<file path="config.mk">
export PLATFORM = sky130hd
export DESIGN_NAME = a2d_scan_intf
export DESIGN_NICKNAME = d
export VERILOG_FILES = /design/src/rtl/a2d_pkg.sv /design/src/rtl/spi_mstr16.sv /design/src/rtl/a2d_scan_intf.sv
export SDC_FILE = /design/constraint.sdc
export NUM_CORES = 1
export LEC_CHECK = 0
export ABC_AREA = 1
export CORE_ASPECT_RATIO = 0.75
export CORE_MARGIN = 5
export CORE_UTILIZATION = 35
export DETAILED_ROUTE_END_ITERATION = 10
export PLACE_DENSITY_LB_ADDON = 0.15
export SLEW_MARGIN = 20
export SYNTH_ARGS = -nofsm -noshare
export SYNTH_HDL_FRONTEND = slang
export SYNTH_SLANG_ARGS = --single-unit
</file>
<file path="constraint.sdc">
create_clock -name clk -period 3.28 [get_ports clk]
set_input_delay 0.656 -clock clk [delete_from_list [all_inputs] [get_ports clk]]
set_output_delay 0.656 -clock clk [all_outputs]
set_load 0.02 [all_outputs]
</file>
<file path="src/rtl/a2d_pkg.sv">
// Shared types and constants for the multi-channel A2D scanner and its SPI frame engine.
package a2d_pkg;

    localparam int FRAME_BITS = 16;
    localparam int CH_W       = 3;
    localparam int CH_MSB     = 13;
    localparam int CH_LSB     = 11;

    typedef enum logic [2:0] {
        S_IDLE  = 3'd0,
        S_CMD   = 3'd1,
        S_XFER  = 3'd2,
        S_FLUSH = 3'd3,
        S_DONE  = 3'd4
    } scan_state_e;

    typedef enum logic [2:0] {
        SP_IDLE  = 3'd0,
        SP_FRONT = 3'd1,
        SP_SHIFT = 3'd2,
        SP_BACK  = 3'd3,
        SP_GAP   = 3'd4
    } spi_state_e;

    // Lowest set bit of an 8-bit channel mask; 0 when the mask is empty.
    function automatic logic [CH_W-1:0] first_ch(input logic [7:0] m);
        logic [CH_W-1:0] ch;
        ch = 3'd0;
        for (int i = 7; i >= 0; i--) begin
            ch = m[i] ? CH_W'(i) : ch;
        end
        return ch;
    endfunction

    function automatic logic [FRAME_BITS-1:0] mk_cmd(input logic [CH_W-1:0] ch);
        logic [FRAME_BITS-1:0] f;
        f = 16'h0000;
        f[CH_MSB:CH_LSB] = ch;
        return f;
    endfunction

endpackage

</file>
<file path="src/rtl/spi_mstr16.sv">
// 16-bit SPI master frame engine: SCLK idles high, MOSI changes on falling SCLK,
// MISO sampled on rising SCLK. A write during the inter-frame gap is held until the gap expires.
module spi_mstr16
    import a2d_pkg::*;
#(
    parameter int SCLK_DIV = 32
) (
    input  logic                  clk,
    input  logic                  rst_n,
    input  logic                  wrt,
    input  logic [FRAME_BITS-1:0] cmd,
    output logic                  done,
    output logic [FRAME_BITS-1:0] rd_data,
    output logic                  SS_n,
    output logic                  SCLK,
    output logic                  MOSI,
    input  logic                  MISO
);

    localparam int HALF = SCLK_DIV / 2;
    localparam int CW   = $clog2(SCLK_DIV);
    localparam logic [CW-1:0] HALF_M1 = CW'(HALF - 1);
    localparam logic [CW-1:0] CNT_ONE = CW'(1);

    spi_state_e st_r, st_nxt_s;
    logic [CW-1:0]         cnt_r;
    logic [4:0]            edge_r;
    logic [FRAME_BITS-1:0] tx_r, rx_r, rd_data_r;
    logic                  ss_n_r, sclk_r, mosi_r, done_r, pend_r;
    logic                  tick_s, rising_s, last_rise_s, go_s;

    // Frame engine state register.
    always_ff @(posedge clk or negedge rst_n) begin
        if (!rst_n) begin
            st_r <= SP_IDLE;
        end else begin
            st_r <= st_nxt_s;
        end
    end

    // Half-period tick and edge qualifiers.
    always_comb begin
        tick_s      = (cnt_r == HALF_M1);
        rising_s    = !sclk_r;
        last_rise_s = rising_s && (edge_r == 5'd30);
        go_s        = pend_r || wrt;
    end

    // Next-state logic: front porch, 31 SCLK edges after the first fall, back porch, gap.
    always_comb begin
        st_nxt_s = st_r;
        case (st_r)
            SP_IDLE:  st_nxt_s = wrt ? SP_FRONT : SP_IDLE;
            SP_FRONT: st_nxt_s = tick_s ? SP_SHIFT : SP_FRONT;
            SP_SHIFT: st_nxt_s = (tick_s && last_rise_s) ? SP_BACK : SP_SHIFT;
            SP_BACK:  st_nxt_s = tick_s ? SP_GAP : SP_BACK;
            SP_GAP:   st_nxt_s = tick_s ? (go_s ? SP_FRONT : SP_IDLE) : SP_GAP;
            default:  st_nxt_s = SP_IDLE;
        endcase
    end

    // Shift datapath and registered SPI pins.
    always_ff @(posedge clk or negedge rst_n) begin
        if (!rst_n) begin
            cnt_r     <= {CW{1'b0}};
            edge_r    <= 5'd0;
            tx_r      <= 16'h0000;
            rx_r      <= 16'h0000;
            rd_data_r <= 16'h0000;
            ss_n_r    <= 1'b1;
            sclk_r    <= 1'b1;
            mosi_r    <= 1'b0;
            done_r    <= 1'b0;
            pend_r    <= 1'b0;
        end else begin
            cnt_r  <= ((st_r == SP_IDLE) || tick_s) ? {CW{1'b0}} : (cnt_r + CNT_ONE);
            done_r <= 1'b0;
            case (st_r)
                SP_IDLE: begin
                    if (wrt) begin
                        tx_r   <= cmd;
                        ss_n_r <= 1'b0;
                    end
                end
                SP_FRONT: begin
                    if (tick_s) begin
                        sclk_r <= 1'b0;
                        mosi_r <= tx_r[15];
                        tx_r   <= {tx_r[14:0], 1'b0};
                        edge_r <= 5'd0;
                    end
                end
                SP_SHIFT: begin
                    if (tick_s) begin
                        edge_r <= edge_r + 5'd1;
                        if (rising_s) begin
                            sclk_r <= 1'b1;
                            rx_r   <= {rx_r[14:0], MISO};
                        end else begin
                            sclk_r <= 1'b0;
                            mosi_r <= tx_r[15];
                            tx_r   <= {tx_r[14:0], 1'b0};
                        end
                    end
                end
                SP_BACK: begin
                    if (tick_s) begin
                        ss_n_r    <= 1'b1;
                        done_r    <= 1'b1;
                        rd_data_r <= rx_r;
                        mosi_r    <= 1'b0;
                    end
                end
                SP_GAP: begin
                    if (wrt) begin
                        tx_r   <= cmd;
                        pend_r <= 1'b1;
                    end
                    if (tick_s) begin
                        ss_n_r <= !go_s;
                        pend_r <= 1'b0;
                    end
                end
                default: begin
                    ss_n_r <= 1'b1;
                end
            endcase
        end
    end

    assign done    = done_r;
    assign rd_data = rd_data_r;
    assign SS_n    = ss_n_r;
    assign SCLK    = sclk_r;
    assign MOSI    = mosi_r;

endmodule

</file>
<file path="src/rtl/a2d_scan_intf.sv">
// Multi-channel ADC128S scanner: each frame commands the next enabled channel while returning
// the previous one's result. Optional continuous mode via A2D_SCAN_CONT_EN.
module a2d_scan_intf
    import a2d_pkg::*;
#(
    parameter int NUM_CH   = 8,
    parameter int SCLK_DIV = 32,
    parameter int RES_W    = 12
) (
    input  logic              clk,
    input  logic              rst_n,
    input  logic              strt_scan,
    input  logic [NUM_CH-1:0] ch_mask,
    output logic              busy,
    output logic [RES_W-1:0]  res,
    output logic [CH_W-1:0]   res_ch,
    output logic              res_vld,
    output logic              scan_done,
    input  logic [CH_W-1:0]   rd_ch,
    output logic [RES_W-1:0]  rd_data,
    output logic              SS_n,
    output logic              SCLK,
    output logic              MOSI,
    input  logic              MISO
`ifdef A2D_SCAN_CONT_EN
    ,
    input  logic              cont
`endif
);

    scan_state_e state_r, state_nxt_s;
    logic [7:0]            mask_r, start_mask_s;
    logic [CH_W-1:0]       cmd_ch_r, cap_ch_r, launch_ch_s;
    logic                  launch_s, capture_s, load_mask_s, done_pulse_s, busy_nxt_s, cont_go_s;
    logic                  spi_done_s;
    logic [FRAME_BITS-1:0] spi_rd_s;
    logic                  unused_rd_s;
    logic                  busy_r, res_vld_r, scan_done_r;
    logic [RES_W-1:0]      res_r;
    logic [CH_W-1:0]       res_ch_r;
    logic [RES_W-1:0]      rf_r [NUM_CH];

`ifdef A2D_SCAN_CONT_EN
    assign cont_go_s = cont && (start_mask_s != 8'h00);
`else
    assign cont_go_s = 1'b0;
`endif
    assign unused_rd_s = ^(spi_rd_s >> RES_W);

    // Channel mask widened to 8 bits for the priority encoder.
    always_comb begin
        start_mask_s = 8'h00;
        start_mask_s[NUM_CH-1:0] = ch_mask;
    end

    // Scanner state register.
    always_ff @(posedge clk or negedge rst_n) begin
        if (!rst_n) begin
            state_r <= S_IDLE;
        end else begin
            state_r <= state_nxt_s;
        end
    end

    // Next-state logic.
    always_comb begin
        state_nxt_s = state_r;
        case (state_r)
            S_IDLE:  state_nxt_s = (strt_scan && (start_mask_s != 8'h00)) ? S_CMD : S_IDLE;
            S_CMD,
            S_XFER:  state_nxt_s = spi_done_s ? ((mask_r != 8'h00) ? S_XFER : S_FLUSH) : state_r;
            S_FLUSH: state_nxt_s = spi_done_s ? S_DONE : S_FLUSH;
            S_DONE:  state_nxt_s = cont_go_s ? S_CMD : S_IDLE;
            default: state_nxt_s = S_IDLE;
        endcase
    end

    // Output/control decode; an empty mask after the last launch makes the ch=0 flush frame.
    always_comb begin
        launch_s     = 1'b0;
        launch_ch_s  = 3'd0;
        capture_s    = 1'b0;
        load_mask_s  = 1'b0;
        done_pulse_s = 1'b0;
        busy_nxt_s   = busy_r;
        case (state_r)
            S_IDLE: begin
                load_mask_s  = strt_scan && (start_mask_s != 8'h00);
                launch_s     = load_mask_s;
                launch_ch_s  = first_ch(start_mask_s);
                busy_nxt_s   = load_mask_s;
                done_pulse_s = strt_scan && (start_mask_s == 8'h00);
            end
            S_CMD: begin
                launch_s    = spi_done_s;
                launch_ch_s = first_ch(mask_r);
            end
            S_XFER: begin
                launch_s    = spi_done_s;
                launch_ch_s = first_ch(mask_r);
                capture_s   = spi_done_s;
            end
            S_FLUSH: begin
                capture_s = spi_done_s;
            end
            S_DONE: begin
                done_pulse_s = 1'b1;
                load_mask_s  = cont_go_s;
                launch_s     = cont_go_s;
                launch_ch_s  = first_ch(start_mask_s);
                busy_nxt_s   = cont_go_s;
            end
            default: begin
                busy_nxt_s = 1'b0;
            end
        endcase
    end

    // Channel sequencing: remaining mask, channel in flight, channel whose result is returning.
    always_ff @(posedge clk or negedge rst_n) begin
        if (!rst_n) begin
            mask_r   <= 8'h00;
            cmd_ch_r <= 3'd0;
            cap_ch_r <= 3'd0;
        end else begin
            if (load_mask_s) begin
                mask_r <= start_mask_s & ~(8'h01 << launch_ch_s);
            end else if (launch_s) begin
                mask_r <= mask_r & ~(8'h01 << launch_ch_s);
            end
            if (launch_s) begin
                cap_ch_r <= cmd_ch_r;
                cmd_ch_r <= launch_ch_s;
            end
        end
    end

    // Registered status outputs and result file.
    always_ff @(posedge clk or negedge rst_n) begin
        if (!rst_n) begin
            busy_r      <= 1'b0;
            res_vld_r   <= 1'b0;
            scan_done_r <= 1'b0;
            res_r       <= {RES_W{1'b0}};
            res_ch_r    <= 3'd0;
            for (int i = 0; i < NUM_CH; i++) begin
                rf_r[i] <= {RES_W{1'b0}};
            end
        end else begin
            busy_r      <= busy_nxt_s;
            res_vld_r   <= capture_s;
            scan_done_r <= done_pulse_s;
            if (capture_s) begin
                res_r    <= spi_rd_s[RES_W-1:0];
                res_ch_r <= cap_ch_r;
            end
            for (int i = 0; i < NUM_CH; i++) begin
                if (capture_s && (cap_ch_r == CH_W'(i))) begin
                    rf_r[i] <= spi_rd_s[RES_W-1:0];
                end
            end
        end
    end

    // Combinational result file read; out-of-range addresses read 0.
    always_comb begin
        rd_data = {RES_W{1'b0}};
        for (int i = 0; i < NUM_CH; i++) begin
            rd_data = (rd_ch == CH_W'(i)) ? rf_r[i] : rd_data;
        end
    end

    spi_mstr16 #(
        .SCLK_DIV (SCLK_DIV)
    ) u_spi (
        .clk     (clk),
        .rst_n   (rst_n),
        .wrt     (launch_s),
        .cmd     (mk_cmd(launch_ch_s)),
        .done    (spi_done_s),
        .rd_data (spi_rd_s),
        .SS_n    (SS_n),
        .SCLK    (SCLK),
        .MOSI    (MOSI),
        .MISO    (MISO)
    );

    assign busy      = busy_r;
    assign res       = res_r;
    assign res_ch    = res_ch_r;
    assign res_vld   = res_vld_r;
    assign scan_done = scan_done_r;

endmodule

</file>
==> metrics.md, run 1 <==
| Metric | Value |
|---|---|
| Status | `finished, final reports clean` |
| Post-route ant nets | `0` |
| Tcrit/Tclk final | `94.5%` |
| Worst-margin pin slew | `about 1.0 ns` |
| CTS clk-pin slew, worst paths | `about 0.080 ns` |
| Vias/cell | `around 4.7` |
| Final Max Tran Viols | `0` |
| CTS tree | `built` |
| CP required | `approximately 2.6 ns` |
| First-pass GRT wire length | `32300 µm` |
| Starting DRT DRC Count | `434` |
| #FFs+latches synth | `about 180` |
| VDD IR max | `344 µV` |
| Total core area | `about 22000 µm²` |
| Max Cap Violations | `0` |
| Seq/Total Area, Yosys | `around 57%` |
| Final setup vio count | `0` |
| Fin crit period | `roughly 3.1 ns` |
| Gr ovfl total | `0` |
| Share of layout cells above drive strength 1 | `approximately 8.5%` |
| GRT Resource Usage Total | `16.2%` |
| Nets | `just under 1000` |
| IO Pins | `48` |
| CTS sink cnt | `around 180` |
| Number of CTS-inserted buffers | `17` |
| Critical path peak fanout | `12` |
| PortBufs | `47` |
| Final GP Congestion | `0.782` |
| Mapped Cells | `approximately 900` |
| Die height | `about 140 µm` |
| Cell accounting for the most synthesized area | `dfrtp_1` |
| Syn_nets | `around 900` |
| Area growth, synth to finish | `18.8%` |
| Hold Slack | `0.163 ns` |
| Startpoint class of the critical path | `input pin` |
| PD cells | `around 470 nW/µm²` |
| Chip Width | `roughly 180 µm` |
| Critical path data arrival time | `between 2 and 2.5 ns` |
| Drt pass-1 iters | `4` |
| Dpl hpwl | `13600 µm` |
| Post-CTS Setup Repair Bufs | `0` |
| Vias | `approximately 6000` |
| Mapped Avg Cell Area | `approximately 8.6 µm²` |
| Clock buffer depth | `2` |
| Initial antenna violation count | `0` |
| Max-Slew Margin vs Limit | `a little under a third` |
| H-tree depth | `4` |
| HP Class | `in -> async` |
| Skew final | `between 0.015 and 0.02 ns` |
| Synthesis Warnings | `0` |
| Starting Density | `between 30% and 40%` |
| Core Rows | `47` |
| Core Util, Final | `a little over two fifths` |
| Largest net degree at the start of global routing | `56` |
| Final hold violations | `0` |
| Routed len/inst | `15.5 µm` |
| Setup Crit Path Kind | `in -> out` |
| Fmax achieved | `322 MHz` |
| DR DRC count | `0` |
| Vias in the first global route | `5702` |
| Clk root buf | `clkbuf_16` |
| Die area | `roughly 25000 µm²` |
| Final WL | `slightly below 20000 µm` |
| Clk_lat worst skew | `0.44 ns` |
| Post-Syn Area | `~7800 µm²` |
| Synth cell types | `33` |
| Crit end category | `output port` |
| Antenna fix cells | `0` |
| Leakage | `roughly 4.4 nW` |
| RSZ-0062 raised after global routing | `false` |
| Setup_tns | `0 ns` |
| Top-area cell type share of the netlist area | `a little under three fifths` |
| Synth area leaders | `dfrtp_1, nand2_1, nor2_1` |
==> Yosys cell counts <==
cell type  number
nor3b_1         3
nor4_1          1
a31oi_1         2
buf_2          14
nand3_2         2
nand2_4         1
ha_1            4
o21ai_0        61
o31ai_1         1
nor2_1        118
inv_1          60
nor3_1         12
clkbuf_1       16
a21oi_1        85
nor2_2          2
dfrtp_1       176
nor3_4          3
dfstp_2         2
nor2_4          1
nand4_1        25
buf_6           2
inv_2           3
nand3_1        27
clkinv_1       12
nand2_1       232
o21ai_1        21
mux2i_1         1
xor2_1          2
o21ai_2         1
a21oi_2         8
nor2_8          2
nand3b_1        1
buf_4           2
==> through the flow <==
step | std cells | instance area (µm²) | worst slack [ns] | power [mW]
final | 1267 | 9220 | 0.179 | 4.33
after global routing | 1267 | 9220 | 0.0866 | 4.50
after CTS | 1267 | 9220 | 0.185 | 4.39
after detailed placement | 1235 | 8650 | -0.0638 | 2.35
after global placement | 1235 | 8650 | -0.0518 | 2.35
after floorplan | 903 | 7760 | 1.01 | 2.26
==> worst max-delay path: stages <==
cell and delay (ns):
clkdlybuf4s50_1 0.53, inv_1 0.09, buf_4 0.14, nor3_1 0.19
buf_4 0.25, nand2_1 0.07, nand4_1 0.16, dlygate4sd2_1 0.36
==> final timing paths <==
path,cells past startpoint,startpoint,slack (ns),endpoint
min,1,rst_n,0.16,u_spi.edge_r[4]
min reg2reg,1,u_spi.cnt_r[0],0.46,u_spi.cnt_r[0]
min in group clk,1,u_spi.cnt_r[0],0.46,u_spi.cnt_r[0]
max reg2reg,5,state_r[1],1.23,rf_r[3]
max in group asynchronous,2,rst_n,2.34,rf_r[90]
max,8,rd_ch[0],0.18,rd_data[2]
==> registers in the layout (all words and copies together) (netlist names) <==
signal         flops
cap_ch_r           3
u_spi.done         1
rf_r              96
u_spi.tx_r         5
u_spi.rd_data     12
cmd_ch_r           3
u_spi.SCLK         1
u_spi.st_r         3
mask_r             8
u_spi.SS_n         1
res_ch             3
u_spi.cnt_r        5
u_spi.pend_r       1
res_vld            1
state_r            3
busy               1
u_spi.edge_r       5
u_spi.rx_r        12
res               12
u_spi.MOSI         1
scan_done          1
==> layout make-up <==
class	instances	area, µm²
Timing Repair Buffer	72	669
Clock buffer	17	425
Sequential cell	178	4460
Fill cell	2188	12700
Tap cell	294	368
Multi-Input combinational cell	616	2860
Inverter	75	282
Clock inverter	15	163
==> power breakdown <==
group | internal, mW | switching (mW)
clock network | 1.03 | 1.00
logic | 0.0351 | 0.0759
registers | 2.19 | 0.000315
total | 3.25 | 1.08
==> cells by family (layout without fill, tap and decap cells) <==
| group | Yosys count | count (layout) | synth area share, % |
|---|---|---|---|
| simple gates | 430 | 430 | 23.8 |
| buf+inv | 109 | 179 | 5.79 |
| flops | 178 | 178 | 57.4 |
| fa+ha+maj | 4 | 4 | 0.645 |
| compound gates | 179 | 179 | 12.0 |
| mux | 1 | 1 | 0.129 |
| xor+xnor | 2 | 2 | 0.226 |
==> metal layers <==
metal	GRT usage (%)	wire length, µm	up-vias
li1	-	-	3045
met1	27.0	11000	2833
met2	21.3	7760	109
met3	3.46	804	7
met4	3.20	137	0
met5	0	0	-
==> what timing repair did <==
item	in CTS	in global routing
hold buffers	0	0
endpoints found under the setup margin	12	0
resized for setup	12	0
==> cell usage in the layout, fill, tap and decap left out, types with 2 or more instances in the layout <==
cell / netlist / layout
nand2_1: 232 / 232
dfrtp_1: 176 / 176
nor2_1: 118 / 118
a21oi_1: 85 / 85
o21ai_0: 61 / 61
inv_1: 60 / 60
clkdlybuf4s50_1: 0 / 34
nand3_1: 27 / 27
nand4_1: 25 / 25
buf_4: 2 / 23
o21ai_1: 21 / 21
clkbuf_16: 0 / 17
nor3_1: 12 / 12
clkinv_1: 12 / 12
dlygate4sd2_1: 0 / 12
a21oi_2: 8 / 8
inv_6: 0 / 5
ha_1: 4 / 4
inv_8: 0 / 4
inv_2: 3 / 3
nor3b_1: 3 / 3
nor3_4: 3 / 3
clkinv_8: 0 / 3
xor2_1: 2 / 2
a31oi_1: 2 / 2
nand3_2: 2 / 2
nor2_8: 2 / 2
nor2_2: 2 / 2
clkinv_4: 0 / 2
buf_12: 0 / 2
dfstp_2: 2 / 2
Power figures use the tool's default switching activity.
==> inputs of run 2 (changes only) <==
SLEW_MARGIN = unset   (was 20)
==> results of run 2 <==
Final layout, timing and power as in run 1 (identical DEF).
==> variant: new RTL, flow settings as in run 2 <==
Encoding of `scan_state_e`: now Gray code (3 bits for 5 states).
--- a/src/rtl/a2d_pkg.sv
+++ b/src/rtl/a2d_pkg.sv
@@ -8,9 +8,9 @@
 
     typedef enum logic [2:0] {
-        S_IDLE  = 3'd0,
-        S_CMD   = 3'd1,
-        S_XFER  = 3'd2,
-        S_FLUSH = 3'd3,
-        S_DONE  = 3'd4
+        S_IDLE  = 3'b000,
+        S_CMD   = 3'b001,
+        S_XFER  = 3'b011,
+        S_FLUSH = 3'b010,
+        S_DONE  = 3'b110
     } scan_state_e;
 
Formal check against the unedited RTL: no difference found for any inputs over 10 cycles, from zero or initial values and one cycle with rst_n low; not proved beyond that.
==> variant against run 2 <==
  * Area after synthesis down 0.63%
  * Total power up 3.1%
  * Sequential cell count unchanged
  * Global-route usage down 0.12 points
  * Count of clock-buffer cells in the layout up 6
  * Setup slack better by 29 ps
  * Wire length down 0.20%
  * Via count down 0.53%
  * Design area down 0.61%
  * Largest power group unchanged
  * Highest routed layer unchanged
==> variant: results (changes against run 2) <==
- The fraction of the mapped netlist area in compound gates is 0.114 (-0.00670).
- The routed length on met3 was 1020 um (+26%).
- The final-layout fill cell count was 2211 (+1.1%).
- The sequential-to-total area share from yosys stat came to 0.578 (+0.00363).
- The delay of the slowest cell on the worst path is 480 ps (-50 ps).
- The number of clock buffers in the layout came to 23 (+6).
- The synthesized netlist cell count came to 906 (+0.33%).
- The part of the total power dissipated in combinational logic came to 0.024 (-0.002).
- The HPWL reported at the end of detailed placement is 13100 um (-3.7%).
- The routed wire length on met2 is 7660 um (-1.3%).
- The fraction of final layout cells with drive strength greater than 1 is 0.0722 (-0.0131).
- The net count of the finished layout came to 976 (-0.31%).
- The flow ran to the end, and the final reports show no timing, DRC or antenna violations.
- The final worst clock skew is 11.2 ps (-6.58 ps).
- The multi-input gate area in the final layout is 0.00283 mm2 (-1.0%).
- The routing usage on met3 is 0.0396 (+0.00498).
- The routed via count divided by cell count is 4.72 (-0.22%).
- The worst relative slew slack is 0.295 (-0.0227).
- Counting instances in the post-synthesis netlist gives the leading cell types as sky130_fd_sc_hd__nand2_1 (255), sky130_fd_sc_hd__dfrtp_1 (176), sky130_fd_sc_hd__nor2_1 (118), sky130_fd_sc_hd__a21oi_1 (92), sky130_fd_sc_hd__o21ai_0 (75).
- The wire length of the first global-routing pass is 31900 um (-1.5%).
- The maximum number of pins on one net before global-route repair is 64 (+14%).
- The count of flip-flops and latches was 178 (unchanged).
- The net count after synthesis was 925 (+0.33%).
- The number of optimization iterations in the first detailed-route pass is 5 (+1).
- The proportion of synthesized area in mux cells is 0.00130 (+0.00000815).
- The peak ir drop on the vdd network is 0.345 mV (+0.21%).
- The total number of vias is 5962 (-0.53%).
- The worst setup slack after placement is -76.7 ps (-12.9 ps).
- The leakage power is 4.37 nW (-0.73%).
- The global-route usage over all layers is 0.161 (-0.00122).
- The total placed cells including tap cells is 1232 (-0.24%).
- The data-path buffer share of cell area in the final layout was 0.0673 (-0.00529).
- The count of plain and timing-repair buffers in the layout is 65 (-9.7%).
## variant: cell count changes in the layout (fill, tap and decap cells not counted), moves of 4 or more
cell                       before  now
sky130_fd_sc_hd__o21ai_1       21    1
sky130_fd_sc_hd__a21oi_2        8    0
sky130_fd_sc_hd__inv_8          4    0
sky130_fd_sc_hd__nand3_1       27   20
sky130_fd_sc_hd__a21oi_1       85   92
sky130_fd_sc_hd__inv_1         60   55
sky130_fd_sc_hd__nand2_1      232  255
sky130_fd_sc_hd__o21ai_0       61   75
sky130_fd_sc_hd__buf_4         23   16
sky130_fd_sc_hd__inv_6          5    0
sky130_fd_sc_hd__clkbuf_8       0    6
## variant: final timing paths
check                      slack (ps)  depth (start not counted)                     start                          to
max                               210                          9                  rd_ch[0]                 rd_data[11]
min                               200                          1                     rst_n  u_spi.tx_r[15]$_DFFE_PN0P_
max reg2reg                      1140                         11  u_spi.cnt_r[0]$_DFF_PN0_     u_spi.st_r[0]$_DFF_PN0_
min reg2reg                       460                          1  u_spi.cnt_r[0]$_DFF_PN0_    u_spi.cnt_r[0]$_DFF_PN0_
max in group asynchronous        2350                          2                     rst_n        rf_r[46]$_DFFE_PN0P_
min in group clk                  460                          1  u_spi.cnt_r[0]$_DFF_PN0_    u_spi.cnt_r[0]$_DFF_PN0_
## variant: worst max-delay path: cells and delay by family
family	cells	cell delay [ps]
buffers and inverters	4	1150
AND/OR/NAND/NOR	4	380
AO/OA/AOI/OAI	1	230
## variant: stage by stage
stage | setup TNS [ps] | area, um2 | hold WS, ps
floorplan | 0 | 7710 | 360
global placement | -66.2 | 8550 | 458
detailed placement | -415 | 8550 | 452
CTS | 0 | 9170 | 220
global route | 0 | 9170 | 239
finish | 0 | 9170 | 199
